### src/rtl/ifu_fetch_pkg.sv
// Shared definitions for the instruction fetch unit: redirect encodings,
// reset PC default, instruction width and a branch-offset helper.
package ifu_fetch_pkg;

    localparam logic [31:0] RESET_PC_DEF = 32'h0000_3000;
    localparam int          INSTR_W      = 32;

    typedef enum logic [1:0] {
        REDIR_BR  = 2'b00,
        REDIR_J   = 2'b01,
        REDIR_JR  = 2'b10,
        REDIR_RSV = 2'b11
    } redir_sel_e;

    // Sign-extend a 16-bit branch offset and scale it to a byte offset.
    function automatic logic [31:0] br_offset(input logic [15:0] imm);
        return {{14{imm[15]}}, imm, 2'b00};
    endfunction

endpackage

### src/rtl/ifu_npc.sv
// Next-PC computation: the sequential PC, or a branch / jump / jump-register
// target for the instruction currently held in IF/ID. Purely combinational.
module ifu_npc
    import ifu_fetch_pkg::*;
(
    input  logic [31:0] pc,
    input  logic [31:0] id_pc,
    input  logic [1:0]  redir_sel,
    input  logic [15:0] imm16,
    input  logic [25:0] jidx26,
    input  logic [31:0] jr_target,
    output logic [31:0] npc,
    output logic        align_fault
);

    logic [31:0] id_pc_plus4_s;
    logic [31:0] npc_s;
    logic        align_fault_s;

    assign id_pc_plus4_s = id_pc + 32'd4;

    // Select the next fetch address for the requested transfer kind.
    always_comb begin
        npc_s         = pc + 32'd4;
        align_fault_s = 1'b0;
        case (redir_sel)
            REDIR_BR: begin
                npc_s = id_pc_plus4_s + br_offset(imm16);
            end
            REDIR_J: begin
                npc_s = {id_pc_plus4_s[31:28], jidx26, 2'b00};
            end
            REDIR_JR: begin
                npc_s = {jr_target[31:2], 2'b00};
                if (jr_target[1:0] != 2'b00) begin
                    align_fault_s = 1'b1;
                end else begin
                    align_fault_s = 1'b0;
                end
            end
            default: begin
                // Reserved encoding behaves as no redirect.
                npc_s         = pc + 32'd4;
                align_fault_s = 1'b0;
            end
        endcase
    end

    assign npc         = npc_s;
    assign align_fault = align_fault_s;

endmodule

### src/rtl/ifu_fetch.sv
// Instruction fetch unit: PC register, instruction-memory addressing,
// IF/ID pipeline register and sticky jump-register alignment flag.
module ifu_fetch
    import ifu_fetch_pkg::*;
#(
    parameter logic [31:0] RESET_PC = RESET_PC_DEF,
    parameter int          IM_AW    = 10
) (
    input  logic                 clk,
    input  logic                 rst,
    input  logic                 stall,
    input  logic                 redir,
    input  logic [1:0]           redir_sel,
    input  logic [15:0]          imm16,
    input  logic [25:0]          jidx26,
    input  logic [31:0]          jr_target,
    output logic [IM_AW-1:0]     im_addr,
    input  logic [INSTR_W-1:0]   im_dout,
    output logic [31:0]          pc,
    output logic                 id_valid,
    output logic [INSTR_W-1:0]   id_instr,
    output logic [31:0]          id_pc,
    output logic [31:0]          id_pc_plus4,
    output logic                 align_err
);

    logic [31:0]        pc_r;
    logic               id_valid_r;
    logic [INSTR_W-1:0] id_instr_r;
    logic [31:0]        id_pc_r;
    logic [31:0]        id_pc_plus4_r;
    logic               align_err_r;

    logic [31:0]        npc_s;
    logic               align_fault_s;
    logic               redir_take_s;

    ifu_npc u_npc (
        .pc          (pc_r),
        .id_pc       (id_pc_r),
        .redir_sel   (redir_sel),
        .imm16       (imm16),
        .jidx26      (jidx26),
        .jr_target   (jr_target),
        .npc         (npc_s),
        .align_fault (align_fault_s)
    );

    // A redirect only applies to a live IF/ID instruction with a defined kind.
    always_comb begin
        redir_take_s = 1'b0;
        if (redir && id_valid_r && (redir_sel != REDIR_RSV)) begin
            redir_take_s = 1'b1;
        end else begin
            redir_take_s = 1'b0;
        end
    end

    // PC and IF/ID update: reset beats stall, stall beats redirect,
    // redirect squashes the wrong-path fetch, otherwise fetch sequentially.
    always_ff @(posedge clk) begin
        if (rst) begin
            pc_r          <= RESET_PC;
            id_valid_r    <= 1'b0;
            id_instr_r    <= {INSTR_W{1'b0}};
            id_pc_r       <= 32'd0;
            id_pc_plus4_r <= 32'd4;
            align_err_r   <= 1'b0;
        end else if (stall) begin
            pc_r          <= pc_r;
            id_valid_r    <= id_valid_r;
        end else if (redir_take_s) begin
            pc_r          <= npc_s;
            id_valid_r    <= 1'b0;
            if (align_fault_s) begin
                align_err_r <= 1'b1;
            end
        end else begin
            pc_r          <= pc_r + 32'd4;
            id_valid_r    <= 1'b1;
            id_instr_r    <= im_dout;
            id_pc_r       <= pc_r;
            id_pc_plus4_r <= pc_r + 32'd4;
        end
    end

    // Memory index wraps with the memory size; upper PC bits are ignored.
    assign im_addr     = pc_r[IM_AW+1:2];
    assign pc          = pc_r;
    assign id_valid    = id_valid_r;
    assign id_instr    = id_instr_r;
    assign id_pc       = id_pc_r;
    assign id_pc_plus4 = id_pc_plus4_r;
    assign align_err   = align_err_r;

endmodule

### config.mk
export PLATFORM = sky130hd
export DESIGN_NAME = ifu_fetch
export DESIGN_NICKNAME = d
export VERILOG_FILES = /design/src/rtl/ifu_fetch_pkg.sv /design/src/rtl/ifu_npc.sv /design/src/rtl/ifu_fetch.sv
export SDC_FILE = /design/constraint.sdc
export NUM_CORES = 1
export LEC_CHECK = 0
export ABC_AREA = 1
export BUFFER_PORTS_ARGS = -buffer_cell sky130_fd_sc_hd__clkbuf_2
export CORE_ASPECT_RATIO = 1.1
export CORE_MARGIN = 2
export CORE_UTILIZATION = 32
export CTS_BUF_LIST = sky130_fd_sc_hd__clkbuf_4 sky130_fd_sc_hd__clkbuf_8 sky130_fd_sc_hd__clkbuf_16
export DETAILED_ROUTE_END_ITERATION = 7
export SKIP_CTS_REPAIR_TIMING = 1
export SLEW_MARGIN = 0
export SYNTH_ARGS = -nofsm -noshare
export SYNTH_HDL_FRONTEND = slang
export SYNTH_SLANG_ARGS = --single-unit
### constraint.sdc
create_clock -name clk -period 3.6 [get_ports clk]
set_clock_uncertainty 0.15 [all_clocks]
set_input_delay 0.72 -clock clk [delete_from_list [all_inputs] [get_ports clk]]
set_output_delay 0.72 -clock clk [all_outputs]
set_load 0.1 [all_outputs]
Word level (Yosys, flattened, before mapping)

Cells that the tools add are included.

Register bits after elaboration: 130
Latch bits: 0
RAM bits: 0
ROM bits: 0
Input port bits: 112
Output and inout bits: 140
Word-level logic and storage cells: 26
Memories: 0

Add/subtract/negate cells: 3
$mul: 0
Div/mod/pow operators: 0
Order comparisons: 0
Eq/ne operators: 3
Shift-type cells: 0
Multiplexer cells: 6
Bitwise logic cells: 2
Reductions and logical operators: 6

Operator list:

| operator                | number |
|---|---|
| $pmux W32 S3            | 1 |
| $add A32 B3 Y32 const B | 2 |
| $add A32 B32 Y32        | 1 |
| $mux W32                | 1 |
| $mux W1                 | 4 |
| $reduce_and A3 Y1       | 1 |
| $eq A2 B1 Y1 const B    | 1 |
| $eq A2 B2 Y1 const B    | 1 |
| $logic_and A1 B1 Y1     | 2 |
| $logic_not A2 Y1        | 1 |
| $ne A2 B2 Y1 const B    | 1 |
| $not A1 Y1              | 2 |
| $reduce_and A2 Y1       | 1 |
| $reduce_bool A2 Y1      | 1 |

Depth between registers and ports, before layout

Word-level depth: 5
Gate-level depth with buffers: 25
Depth with buffers taken out: 25

Modules after synthesis

From an unflattened synthesis, not the netlist that was laid out.

Cells, all modules: 1645
Area, all modules: 9992.1 µm²

By module, submodules not included:

| module    | instances | cells an instance | area each (µm²) |
|---|---|---|---|
| ifu_fetch | 1         | 745               | 5383.9 |
| ifu_npc   | 1         | 900               | 4608.2 |

Worst setup path before layout

Ideal clock, no wire load.

Path kind: flip-flop to flip-flop
From: reg id_pc_r[3] (netlist: id_pc[3])
To: reg pc_r[31] (netlist: pc[31])
Arrival: 3.621 ns
Required time: 3.318 ns
Setup slack: -0.303 ns
Cell stages (with the launch flop): 24
Path buffers: 0
Period minus slack after synthesis: 3.903 ns
Cell sequence: dfxtp_1 > ha_1 > nand3_2 > nor2_1 > nand4_1 > nor2_2 > nand2_2 > nor4_4 > nand3_1 > xor2_1 > ha_1 > nand2_1 > nor2_1 > nand2_1 > inv_1 > nand2_1 > nand2_1 > inv_1 > nand2_1 > nand2_1 > nand3_1 > nand2_1 > nand2_1 > a21oi_1

Cells in the longest elaborated chain, start to end: 4

Ends and longest elaborated chain:

| what                     | RTL line        | source |
|---|---|---|
| start: declaration       | ifu_fetch.sv:30 | `logic [31:0] id_pc_r;` |
| start signal: assignment | ifu_fetch.sv:82 | `id_pc_r <= pc_r;` |
| $add A32 B3 Y32 *        | ifu_npc.sv:20   | `assign id_pc_plus4_s = id_pc + 32'd4;` |
| $add A32 B32 Y32         | ifu_npc.sv:28   | `npc_s = id_pc_plus4_s + br_offset(imm16);` |
| $pmux W32 S3 *           | ifu_npc.sv:26   | `case (redir_sel)` |
| $mux W32 *               | ifu_fetch.sv:72 | `end else if (redir_take_s) begin` |
| end signal: assignment   | ifu_fetch.sv:70 | `pc_r <= pc_r;` |
| end signal: assignment   | ifu_fetch.sv:73 | `pc_r <= npc_s;` |
| end signal: assignment   | ifu_fetch.sv:79 | `pc_r <= pc_r + 32'd4;` |
| end: declaration         | ifu_fetch.sv:27 | `logic [31:0] pc_r;` |

Mark *: on every way between the ends. The rest lies on a longest branch, timed or not.
A chain may end at the register's enable or synchronous reset.

Worst setup path after layout

From: reg id_pc_r[3] (netlist: id_pc[3])
To: reg pc_r[27] (netlist: pc[27])

Cells in the longest elaborated chain, start to end: 4

Ends and longest elaborated chain:

| what             | RTL line |
|---|---|
| $add A32 B3 Y32  | ifu_npc.sv:20 |
| $add A32 B32 Y32 | ifu_npc.sv:28 |
| $pmux W32 S3     | ifu_npc.sv:26 |
| $mux W32         | ifu_fetch.sv:72 |

No other way between the ends.

==> reports/summary.txt <==
DIE AREA -> 28800 sq um
DP Worst Slack -> 0.0321 ns
Post-synth EDFFs -> 0
Cell Area, Placed -> 10500 sq um
H-tree depth -> 4
Pin count of the biggest net entering global routing -> 110
Top cells by area, synth -> dfxtp_1, nand2_1, nor2_1
CP Launch Type -> flop
Vias in the first global route -> 9483
Final period util -> 95.8%
Synth cell types -> 51
Die width -> 162 microns
Gr busiest metal -> met2
Synth Flop Type -> dfxtp_1
Most instantiated cells after synthesis -> nand2_1, nor2_1, inv_1
Mapped Avg Cell Area -> 6.41 sq um
Run status -> complete, no violations
Clk_lat worst skew -> 0.42 ns
CP max stage delay -> 0.35 ns
Cell count after synthesis -> 1370
First-pass GRT wire length -> 52800 microns
Met2 global-route usage -> 39.5%
GRT overflow -> 0
Die height -> 178 microns
FF-to-FF setup slack -> 0.15 ns
Yosys reg bits -> 128
TritonRoute pass-1 iters -> 5
Final Slew Violations -> 0
Wire per inst -> 17.5 microns
Maximum clock frequency -> 0.290 GHz
Syn nets -> 1519
Worst vdd ir -> 0.310 mV
Via count -> 9924
Num CTS Buffers -> 17
Starting Density -> 32.6%
Ports -> 252
CP max FO -> 4
CTS clk-pin slew, worst paths -> 0.06 ns
Root Driver -> clkbuf_16
Synth warn -> 0
Synth async-reset ratio -> 0%
Cells along the critical path -> ha_4 -> nand3_4 -> nor2_4 -> nand4_1 -> nor2_4 -> nand2_2 -> nor4_4 -> nand3_1 -> xor2_1 -> ha_2 -> nand2_4 -> inv_2 -> nand2_2 -> nand2_2 -> o21bai_1 -> nor2_1 -> nand2_1 -> nand2_1 -> nand3_1 -> nand2_1 -> nand2_2 -> a21oi_2
Post-route cell area -> 11400 sq um
CP Class -> flop to flop
Slew HR -> 47.5%
Type of the worst min-delay path -> flop to flop
Sequential share of the synthesized area -> 29.2%
Met1 Use GR -> 30.6%
Most used cell, CP -> nand2_2
Cell with the most instances after synthesis -> nand2_1
Leak Pwr -> 0.00559 uW
Worst Tran Pin Value -> 0.787 ns
Power Density -> 449 nW/um^2
Power, Total -> 5090 uW
Area delta synth->final -> 29.3%
DP HPWL -> 27700 microns
Row cnt -> 63
Min setup slack post-route -> 0.150 ns
Arrival time at the worst endpoint -> 3.65 ns
Antenna violations before repair -> 0
Max-cap violations -> 0
Synth area leader -> dfxtp_1
Share of layout cells above drive strength 1 -> 26.0%
Post-synth top area share -> 29.2%
Mapped Area -> 8780 sq um
Core Util, Final -> 42.1%
Final min period -> 3.45 ns
DRC -> 0
Final setup violation count -> 0
Remaining antenna violation count -> 0
Critical-path top delay cell -> dfxtp_2
ANT cells -> 0
# port buffers -> 251
Worst path bufs/invs -> 1
Nets -> 1771
Fill cells -> 3005
Met3 global-route usage -> 4.81%
RSZ-0062 raised after global routing -> yes
Longest Clk Path Bufs -> 2
GRT Total Usage -> 23.9%
Core area -> 27000 sq um
Hold Vio Cnt, Final -> 0
Gp weighted congestion -> 0.902
1st-iter DRT viols -> 638
CTS tree -> yes
Routed wire length -> 34900 microns
Clock Sinks -> 128
Top delay family on crit path -> simple AND/OR/NAND/NOR gates
Critical path required time -> 3.80 ns
CP Capture Type -> flop
Vias per cell -> 4.98
==> layout make-up <==
cell class / count / area [sq um] / area share, %
sequential: 128 / 2570 / 22.6
inverter: 159 / 597 / 5.26
clock buffer: 17 / 425 / 3.75
tap: 357 / 447 / 3.93
clock inverter: 15 / 223 / 1.96
multi-input combinational: 1018 / 5470 / 48.2
timing repair buffer: 298 / 1620 / 14.3
==> layout by cell type, fill, tap and decap left out, types with 15 or more instances in the layout <==
cell type	netlist	layout
clkbuf_2	0	251
nand4_1	20	20
nor3_1	18	17
a21oi_1	98	90
nand2_1	330	321
o21ai_0	87	85
xor2_1	26	26
inv_1	150	148
nor2_2	8	17
nor2_1	196	182
dfxtp_1	128	123
ha_1	36	31
clkbuf_16	0	17
xnor2_1	15	15
nand3_1	69	67
buf_4	15	46
==> cell families after synthesis <==
group	synth area share, %
xor gates and xnor gates	4.09
and+or+nand+nor	34.3
AOI/OAI and AO/OA	16.6
adders and majority gates	5.36
buffers and inverters	10.5
DFF	29.2
==> routing by layer <==
layer  part of all wire (%)  up-vias
met5                      0        -
met4                    2.7        0
met3                    7.0       48
met2                     46      338
met1                     44     4572
li1                       -     4966
==> path summary, 6_finish.rpt <==
path | start | endpoint | depth (start not counted)
min | id_pc_plus4[10]$_SDFFE_PP0P_ | id_pc_plus4[10]$_SDFFE_PP0P_ | 2
max reg2reg | id_pc[3]$_SDFFE_PP0P_ | pc[27]$_SDFFE_PP0N_ | 22
max | id_pc[3]$_SDFFE_PP0P_ | pc[27]$_SDFFE_PP0N_ | 22
min reg2reg | id_pc_plus4[10]$_SDFFE_PP0P_ | id_pc_plus4[10]$_SDFFE_PP0P_ | 2
==> registers in the layout, indices dropped and copies added (netlist names) <==
name,cells
id_pc_plus4,30
align_err,1
id_pc,32
id_valid,1
pc,32
id_instr,32
==> worst register-to-register path: stages (launching register included) <==
cell and delay, ns:
dfxtp_2 0.35, ha_4 0.16, nand3_4 0.10, nor2_4 0.12, nand4_1 0.17, nor2_4 0.17, nand2_2 0.08, nor4_4 0.30
nand3_1 0.14, xor2_1 0.21, ha_2 0.35, nand2_4 0.13, inv_2 0.05, nand2_2 0.05, nand2_2 0.06, o21bai_1 0.15
nor2_1 0.14, nand2_1 0.07, nand2_1 0.05, nand3_1 0.06, nand2_1 0.10, nand2_2 0.06, a21oi_2 0.13
==> where the power goes <==
part | switching, uW | leakage (uW) | internal [uW]
registers | 92.9 | 0.00105 | 1500
logic | 1240 | 0.00422 | 360
clock network | 720 | 0.000314 | 1180
==> through the flow <==
| stage | cells | hold slack (ns) | setup TNS (ns) |
|---|---|---|---|
| global placement | 1956 | 0.300 | 0 |
| finish | 1992 | 0.315 | 0 |
| floorplan | 1370 | 0.604 | 0 |
| global route | 1992 | 0.337 | -0.213 |
| detailed placement | 1956 | 0.307 | 0 |
| CTS | 1988 | 0.319 | 0 |
(Power assumes the default switching activity.)
